--- src/rtl/regfile_bypass_sb.sv ---
// ---------------------------------------------------------------------------
// regfile_bypass_sb
//   Integer register file with a busy scoreboard. It sits between decode
//   (reads, issue) and writeback (write).
//   - Two combinational read ports and one synchronous write port.
//   - Register 0 can be hardwired to zero (ZERO_REG).
//   - A same-cycle writeback can be forwarded to the read ports (BYPASS), so
//     the writeback/decode hazard needs no extra cycle.
//   - One busy bit per register marks an outstanding producer. Issue sets
//     the bit, writeback clears it, and flush clears every bit.
//
// Ports
//   clk                 rising-edge clock
//   rst                 asynchronous active-low reset
//   rs1_addr/rs2_addr   read addresses                     (AW)
//   rs1_data/rs2_data   read data, combinational           (XLEN)
//   rs1_busy/rs2_busy   addressed register has a pending producer
//   wr_en/wr_addr/wr_data  writeback port
//   iss_en/iss_rd       decode issued an instruction writing iss_rd
//   flush               clear the whole scoreboard
// ---------------------------------------------------------------------------
module regfile_bypass_sb #(
  parameter int  XLEN     = 32,
  parameter int  NREG     = 32,
  parameter bit  BYPASS   = 1'b1,
  parameter bit  ZERO_REG = 1'b1,
  localparam int AW       = $clog2(NREG)
) (
  input  logic            clk,
  input  logic            rst,
  input  logic [AW-1:0]   rs1_addr,
  input  logic [AW-1:0]   rs2_addr,
  output logic [XLEN-1:0] rs1_data,
  output logic [XLEN-1:0] rs2_data,
  output logic            rs1_busy,
  output logic            rs2_busy,
  input  logic            wr_en,
  input  logic [AW-1:0]   wr_addr,
  input  logic [XLEN-1:0] wr_data,
  input  logic            iss_en,
  input  logic [AW-1:0]   iss_rd,
  input  logic            flush
);

  logic [XLEN-1:0] regs_q [NREG];
  logic [NREG-1:0] busy_q;
  logic [NREG-1:0] busy_nxt;
  logic            wr_take;

  // A write to x0 is dropped when x0 is hardwired to zero.
  assign wr_take = wr_en && !(ZERO_REG && (wr_addr == '0));

  // NOTE: the register array is reset because a clean file after reset is
  // part of the block's contract. A storage array that nobody reads before
  // it is written would normally be left without a reset.
  always_ff @(posedge clk or negedge rst) begin
    if (!rst) begin
      for (int i = 0; i < NREG; i++) regs_q[i] <= '0;
      busy_q <= '0;
    end else begin
      if (wr_take) regs_q[wr_addr] <= wr_data;
      busy_q <= busy_nxt;
    end
  end

  // NOTE: blocking assignments in combinational logic run in order. The issue
  // set comes after the writeback clear, so set wins on the same register.
  always_comb begin
    busy_nxt = busy_q;
    if (flush) begin
      busy_nxt = '0;
    end else begin
      if (wr_en)  busy_nxt[wr_addr] = 1'b0;
      if (iss_en) busy_nxt[iss_rd]  = 1'b1;
    end
    if (ZERO_REG) busy_nxt[0] = 1'b0;
  end

  // Read priority: hardwired zero, then the forwarded write, then storage.
  function automatic logic [XLEN-1:0] read_val(input logic [AW-1:0] a);
    logic [XLEN-1:0] v;
    v = regs_q[a];
    if (BYPASS && wr_take && (wr_addr == a)) v = wr_data;
    if (ZERO_REG && (a == '0))               v = '0;
    return v;
  endfunction

  // Busy is masked while the value is being forwarded in this cycle.
  function automatic logic busy_val(input logic [AW-1:0] a);
    return busy_q[a] && !(BYPASS && wr_take && (wr_addr == a));
  endfunction

  // Outputs are forced to 0 while reset is held, including between edges.
  always_comb begin
    rs1_data = '0;
    rs2_data = '0;
    rs1_busy = 1'b0;
    rs2_busy = 1'b0;
    if (rst) begin
      rs1_data = read_val(rs1_addr);
      rs2_data = read_val(rs2_addr);
      rs1_busy = busy_val(rs1_addr);
      rs2_busy = busy_val(rs2_addr);
    end
  end

endmodule

--- config.mk ---
export PLATFORM = sky130hd
export DESIGN_NAME = regfile_bypass_sb
export DESIGN_NICKNAME = d
export VERILOG_FILES = /design/src/rtl/regfile_bypass_sb.sv
export SDC_FILE = /design/constraint.sdc
export NUM_CORES = 2
export LEC_CHECK = 0
export ABC_AREA = 1
export BUFFER_PORTS_ARGS = -buffer_cell sky130_fd_sc_hd__buf_2
export CAP_MARGIN = 25
export CORE_MARGIN = 4
export CORE_UTILIZATION = 25
export CTS_CLUSTER_DIAMETER = 150
export CTS_CLUSTER_SIZE = 28
export DETAILED_ROUTE_END_ITERATION = 12
export PLACE_DENSITY = 0.39
export SLEW_MARGIN = 30
export SYNTH_ARGS = -nofsm -noshare
export SYNTH_HDL_FRONTEND = slang
export SYNTH_SLANG_ARGS = --single-unit
export TNS_END_PERCENT = 50
--- constraint.sdc ---
create_clock -name clk -period 3.9 [get_ports clk]
set_clock_uncertainty 0.05 [all_clocks]
set_input_delay 0.195 -clock clk [delete_from_list [all_inputs] [get_ports clk]]
set_output_delay 0.195 -clock clk [all_outputs]
set_load 0.05 [all_outputs]
; Word level (Yosys, flattened, before mapping)
; Cells that the tools add are included.
[totals]
word_cells = 94
rom_bits = 0
latchBits = 0
register_bits = 1055
n_memories = 0
ram_bits = 0
input_bits = 57
[classes]
add_sub_neg = 0
reduce_logical = 14
n_lt_le_gt_ge = 10
eq_ne = 2
mux = 29
shift = 0
multipliers = 0
div_mod_pow = 0
bitwise_logic = 6
[ops]
columns = operator, n
row1 = bitwise mux 1024 bit, 1
row2 = 2-to-1 mux 32 bit, 15
row3 = binary-select mux 32 bit (select 5 bit), 2
row4 = demux 32 bit (select 5 bit), 1
row5 = AND 32 bit, 1
row6 = inverter 32 bit, 1
row7 = bitwise OR 32 bit, 1
row8 = < comparator 5 x 6 -> 1 bit (second input constant), 4
row9 = >= comparator 6 bit (second input constant), 3
row10 = inverter 5 -> 6 bit, 3
row11 = logical NOT 5 bit, 3
row12 = binary-select mux 1 bit (select 5 bit), 2
row13 = demux 1 bit (select 5 bit), 2
row14 = equality test 5 bit, 2
row15 = >= comparator 5 x 1 -> 1 bit (second input constant), 2
row16 = logical AND 1 bit, 8
row17 = < comparator 6 x 1 -> 1 bit (second input constant), 1
row18 = 2-to-1 mux 1 bit, 6
row19 = logical NOT 1 bit, 3

; Longest topological paths before layout
[depth]
word_depth = 11
ltp_mapped = 13
mapped_depth_nobuf = 10

; Worst setup path after synthesis
; OpenSTA, ideal clock, no wires.
[synth_timing]
path_kind = input to output
start = input port wr_addr[2]
end = output port rs1_data[10]
arrival_time_ns = 1.972
required_ns = 3.655
setup_slack_ns = 1.683
cell_stages = 9
cell_sequence = buf_4 > inv_2 > nand3_1 > o21ai_2 > nor3_2 > nand2_1 > buf_2 > o21ai_0 > a21oi_1
[synth_via]
elab_chain_cells = 7
[synth_lines]
columns = item, line_no
row1 = "start, declared", 38  ; input logic [AW-1:0] wr_addr,
row2 = logical NOT 5 bit, 51  ; assign wr_take = wr_en && !(ZERO_REG && (wr_addr == '0));
row3 = logical NOT 1 bit, 51
row4 = logical AND 1 bit, 51
row5 = logical AND 1 bit *, 83  ; if (BYPASS && wr_take && (wr_addr == a)) v = wr_data;
row6 = 2-to-1 mux 32 bit *, 83
row7 = 2-to-1 mux 32 bit *, 84  ; if (ZERO_REG && (a == '0)) v = '0;
row8 = 2-to-1 mux 32 bit *, 99  ; if (rst) begin
row9 = "end, declared", 33  ; output logic [XLEN-1:0] rs1_data,
; Every way passes the cells marked *; elsewhere a longest branch is shown, timed or not.

; Worst setup path in the final report
[layout_timing]
start = input port rs2_addr[0]
end = output port rs2_data[12]
[layout_via]
elab_chain_cells = 7
[layout_lines]
columns = item, line_no
row1 = "start, declared", 32  ; input logic [AW-1:0] rs2_addr,
row2 = inverter 5 -> 6 bit (implied by the code), 82  ; v = regs_q[a];
row3 = binary-select mux 32 bit (select 5 bit), 82
row4 = 2-to-1 mux 32 bit (implied by the code) (2 in a row), 82
row5 = 2-to-1 mux 32 bit, 83
row6 = 2-to-1 mux 32 bit *, 84
row7 = 2-to-1 mux 32 bit *, 99
row8 = "end, declared", 34  ; output logic [XLEN-1:0] rs2_data,
; Every way passes the cells marked *; elsewhere a longest branch is shown, timed or not. The select of a mux whose other input is x is not followed.

==> results.md <==
* Max-slew violation count at 0
* WHS Path Cells at 5
* Post-synthesis mux area share at 0%
* Post CTS Setup Buffer Count at 0
* Gate Count Post-Synth at 9,331
* Period utilisation layout at 94.0%
* Peak supply drop at 318 µV
* Initial DRC count at 6,419
* Cts repair resizes at 0
* HPWL Detailed at around 160,000 µm
* Instance count on the critical path at 14
* Tightest hold margin at between 0.1 and 0.15 ns
* PortBufs at ~120
* F_max at 273 MHz
* DR WL/cell at around 24 µm
* Root buffer cell: clkbuf_16
* Mean Syn Cell Area at 6.67 µm²
* Synthesis-stage register bit count at around 1,100
* Adder-cell share of the synthesized area at 0%
* Power Density at 409 nW/µm²
* Worst-path cell chain: buf_8, inv_8, buf_12, buf_4, nand2_1, o21ai_1, nand2_1, nand3_1, nand3_1, nand3_1, nand2_1, a21oi_1, buf_4, buf_12
* Syn nets at 9,388
* Lkg Pwr at between 30 and 40 nW
* Yosys cell types at 27
* Mapped cell area at between 60,000 and 70,000 µm²
* Die width at 507 µm
* Endpoint class of the critical path: output pin
* Highest-count cells in the layout ignoring fill and taps: nand2_1 (3,259), nand3_1 (1,662), o21ai_0 (1,080)
* Number of antenna violations at the first check in global routing at 26
* Vias in the first global route at 58,314
* Simple-Gate Fraction of Synth Area at between 30% and 40%
* Post-layout util at 27.7%
* DP Area at 66,500 µm²
* ANT nets after route at 0
* Total gr overflow at 0
* RSZ-0062 raised after global routing: false
* Kind of cell adding the most delay to the critical path: buffers and inverters
* Worst path arrival time at roughly 3.4 ns
* Yosys warns at 0
* Max_cap viols at 0
* Post-Synth XOR/XNOR Area at less than 1%
* CTS tree: built
* Min-Delay Path Class: input port to flip-flop
* Clock-pin slew on the worst setup and hold paths at 0.12 ns
* Post-synthesis compound-gate area fraction at 11.4%
* Via-per-instance ratio at 5.01
* Largest family of logic cells by synthesized area: simple AND/OR/NAND/NOR gates
* Crit Path Class: input port to output pin
* Pin count of the biggest net entering global routing at ~170
* Die area at 257,000 µm²
* Commonest non-fill, non-tap cell in the layout: nand2_1
* GRT Total Usage at 22.3%
* Hold Buf Count CTS at 51
* Ports at 123
* First-pass GRT wire length at 425,000 µm
* P&R area growth vs syn at 9.75%
* Clk Latency, worst-skew pair at 0.71 ns
* Fin nets at 8,999
* DRT Pass-1 Iters at 6
* Setup TNS at 0 ns
* Data required, critical path at 3.65 ns
* Routed WL at between 200,000 and 300,000 µm
* Layout cell share with drive strength beyond 1 at 4.91%
* DR DRC count at 0
* Relative slew slack at 34.1%
* Nature of the critical path startpoint: input port
* # H-tree levels at 2
* CTS buffer count at 44
* CTS Sinks at 1,055
* Post-route cell area at 68,300 µm²
* Fin. Hold Viols at 0
* Clk buf depth at 3
* Starting density of the core at between 20 and 30%
* Outcome: completed
* Max FO, Critical Path at between 70 and 80
* R2r worst-path depth at 3
* Sequential fraction of the synthesis area at 42.4%
* Slowest stage delay, CP at approximately 0.7 ns
* GP Congestion at approximately 0.81
* Via count at just over 60,000
* # rows at 182
* Die height at 507 µm
* # setup viols final at 0
* CP max-delay cell: a21oi_1
* Core area at about 250,000 µm²
* Final min period at 3.67 ns
* Worst path bufs/invs at 6
* Worst Max-Slew Pin Slew at 0.988 ns
==> power by group <==
group | switching (W) | total (W) | internal, W | leakage [nW]
Clock | 0.00402 | 0.00617 | 0.00216 | 0.592
Sequential | 0.00101 | 0.0139 | 0.0129 | 13.5
Combinational | 0.00528 | 0.00782 | 0.00254 | 19.6
Total | 0.0103 | 0.0279 | 0.0176 | 33.7
==> synth_stat cells (all sizes together) <==
| library cell | n | area share, % |
|---|---|---|
| a21oi | 99 | 0.80 |
| a31oi | 1 | 0.010 |
| buf | 404 | 3.1 |
| clkbuf | 380 | 2.3 |
| clkinv | 1 | 0.0060 |
| dfrtp | 1055 | 42 |
| inv | 1047 | 6.3 |
| nand2 | 3289 | 20 |
| nand3 | 1662 | 13 |
| nand4 | 5 | 0.050 |
| nor2 | 76 | 0.51 |
| nor3 | 25 | 0.29 |
| o211ai | 121 | 1.5 |
| o21ai | 1136 | 9.1 |
| or2 | 23 | 0.23 |
| xnor2 | 5 | 0.070 |
| xor2 | 2 | 0.028 |
==> tightest hold or removal path: stages <==
cell and delay, ns:
buf_2 0.17, nor2_2 0.06, nand2_2 0.17, o21ai_0 0.13
a21oi_1 0.12
==> per-stage QoR <==
stage,std cells,power (W),setup WS [ns]
2_1_floorplan,9331,0.0192,1.68
3_3_place_gp,12155,0.0217,0.177
3_5_place_dp,12155,0.0218,0.187
4_1_cts,12258,0.0282,0.180
5_1_grt,12262,0.0299,0.156
6_report,12271,0.0279,0.234
==> final timing paths <==
| kind | start | end | slack [ns] |
|---|---|---|---|
| worst max-delay path | rs2_addr[0] | rs2_data[12] | 0.23 |
| worst min-delay path | wr_addr[0] | busy_q[22]$_DFF_PN0_ | 0.13 |
| worst max register to register | busy_q[10]$_DFF_PN0_ | busy_q[10]$_DFF_PN0_ | 2.58 |
| worst min register to register | regs_q[1018]$_DFFE_PN0P_ | regs_q[1018]$_DFFE_PN0P_ | 0.34 |
| max in group asynchronous | rst | regs_q[424]$_DFFE_PN0P_ | 2.16 |
| min in group asynchronous | rst | regs_q[169]$_DFFE_PN0P_ | 0.16 |
==> logic make-up after synthesis <==
logic type / Yosys count
XOR/XNOR: 7
AO/OA/AOI/OAI: 1357
AND/OR/NAND/NOR: 5080
buffers and inverters: 1832
flip-flops: 1055
==> final cells by class <==
type	count	area, µm²
clock buffers	47	1140
flip-flops and latches	1055	26400
inverters	1048	3980
well taps	3312	4140
multi-input cells	6444	28700
clock inverters	5	57.6
repair buffers	349	3780
diodes	11	27.5
fillers	27447	179000
==> routing by layer <==
| layer | wire length (µm) | global-route usage [%] | up-vias | share of wire (%) |
|---|---|---|---|---|
| li1 | - | - | 28737 | - |
| met1 | 138000 | 32.4 | 30140 | 47 |
| met2 | 130000 | 34.8 | 2300 | 44 |
| met3 | 19600 | 2.95 | 309 | 6.7 |
| met4 | 7230 | 5.31 | 14 | 2.5 |
| met5 | 90 | 0 | - | 0.031 |
==> registers in the layout, indices dropped and copies added, names as in the netlist <==
register	count
regs_q	1024
busy_q	31
No activity file was read; power rests on OpenSTA's default activity.
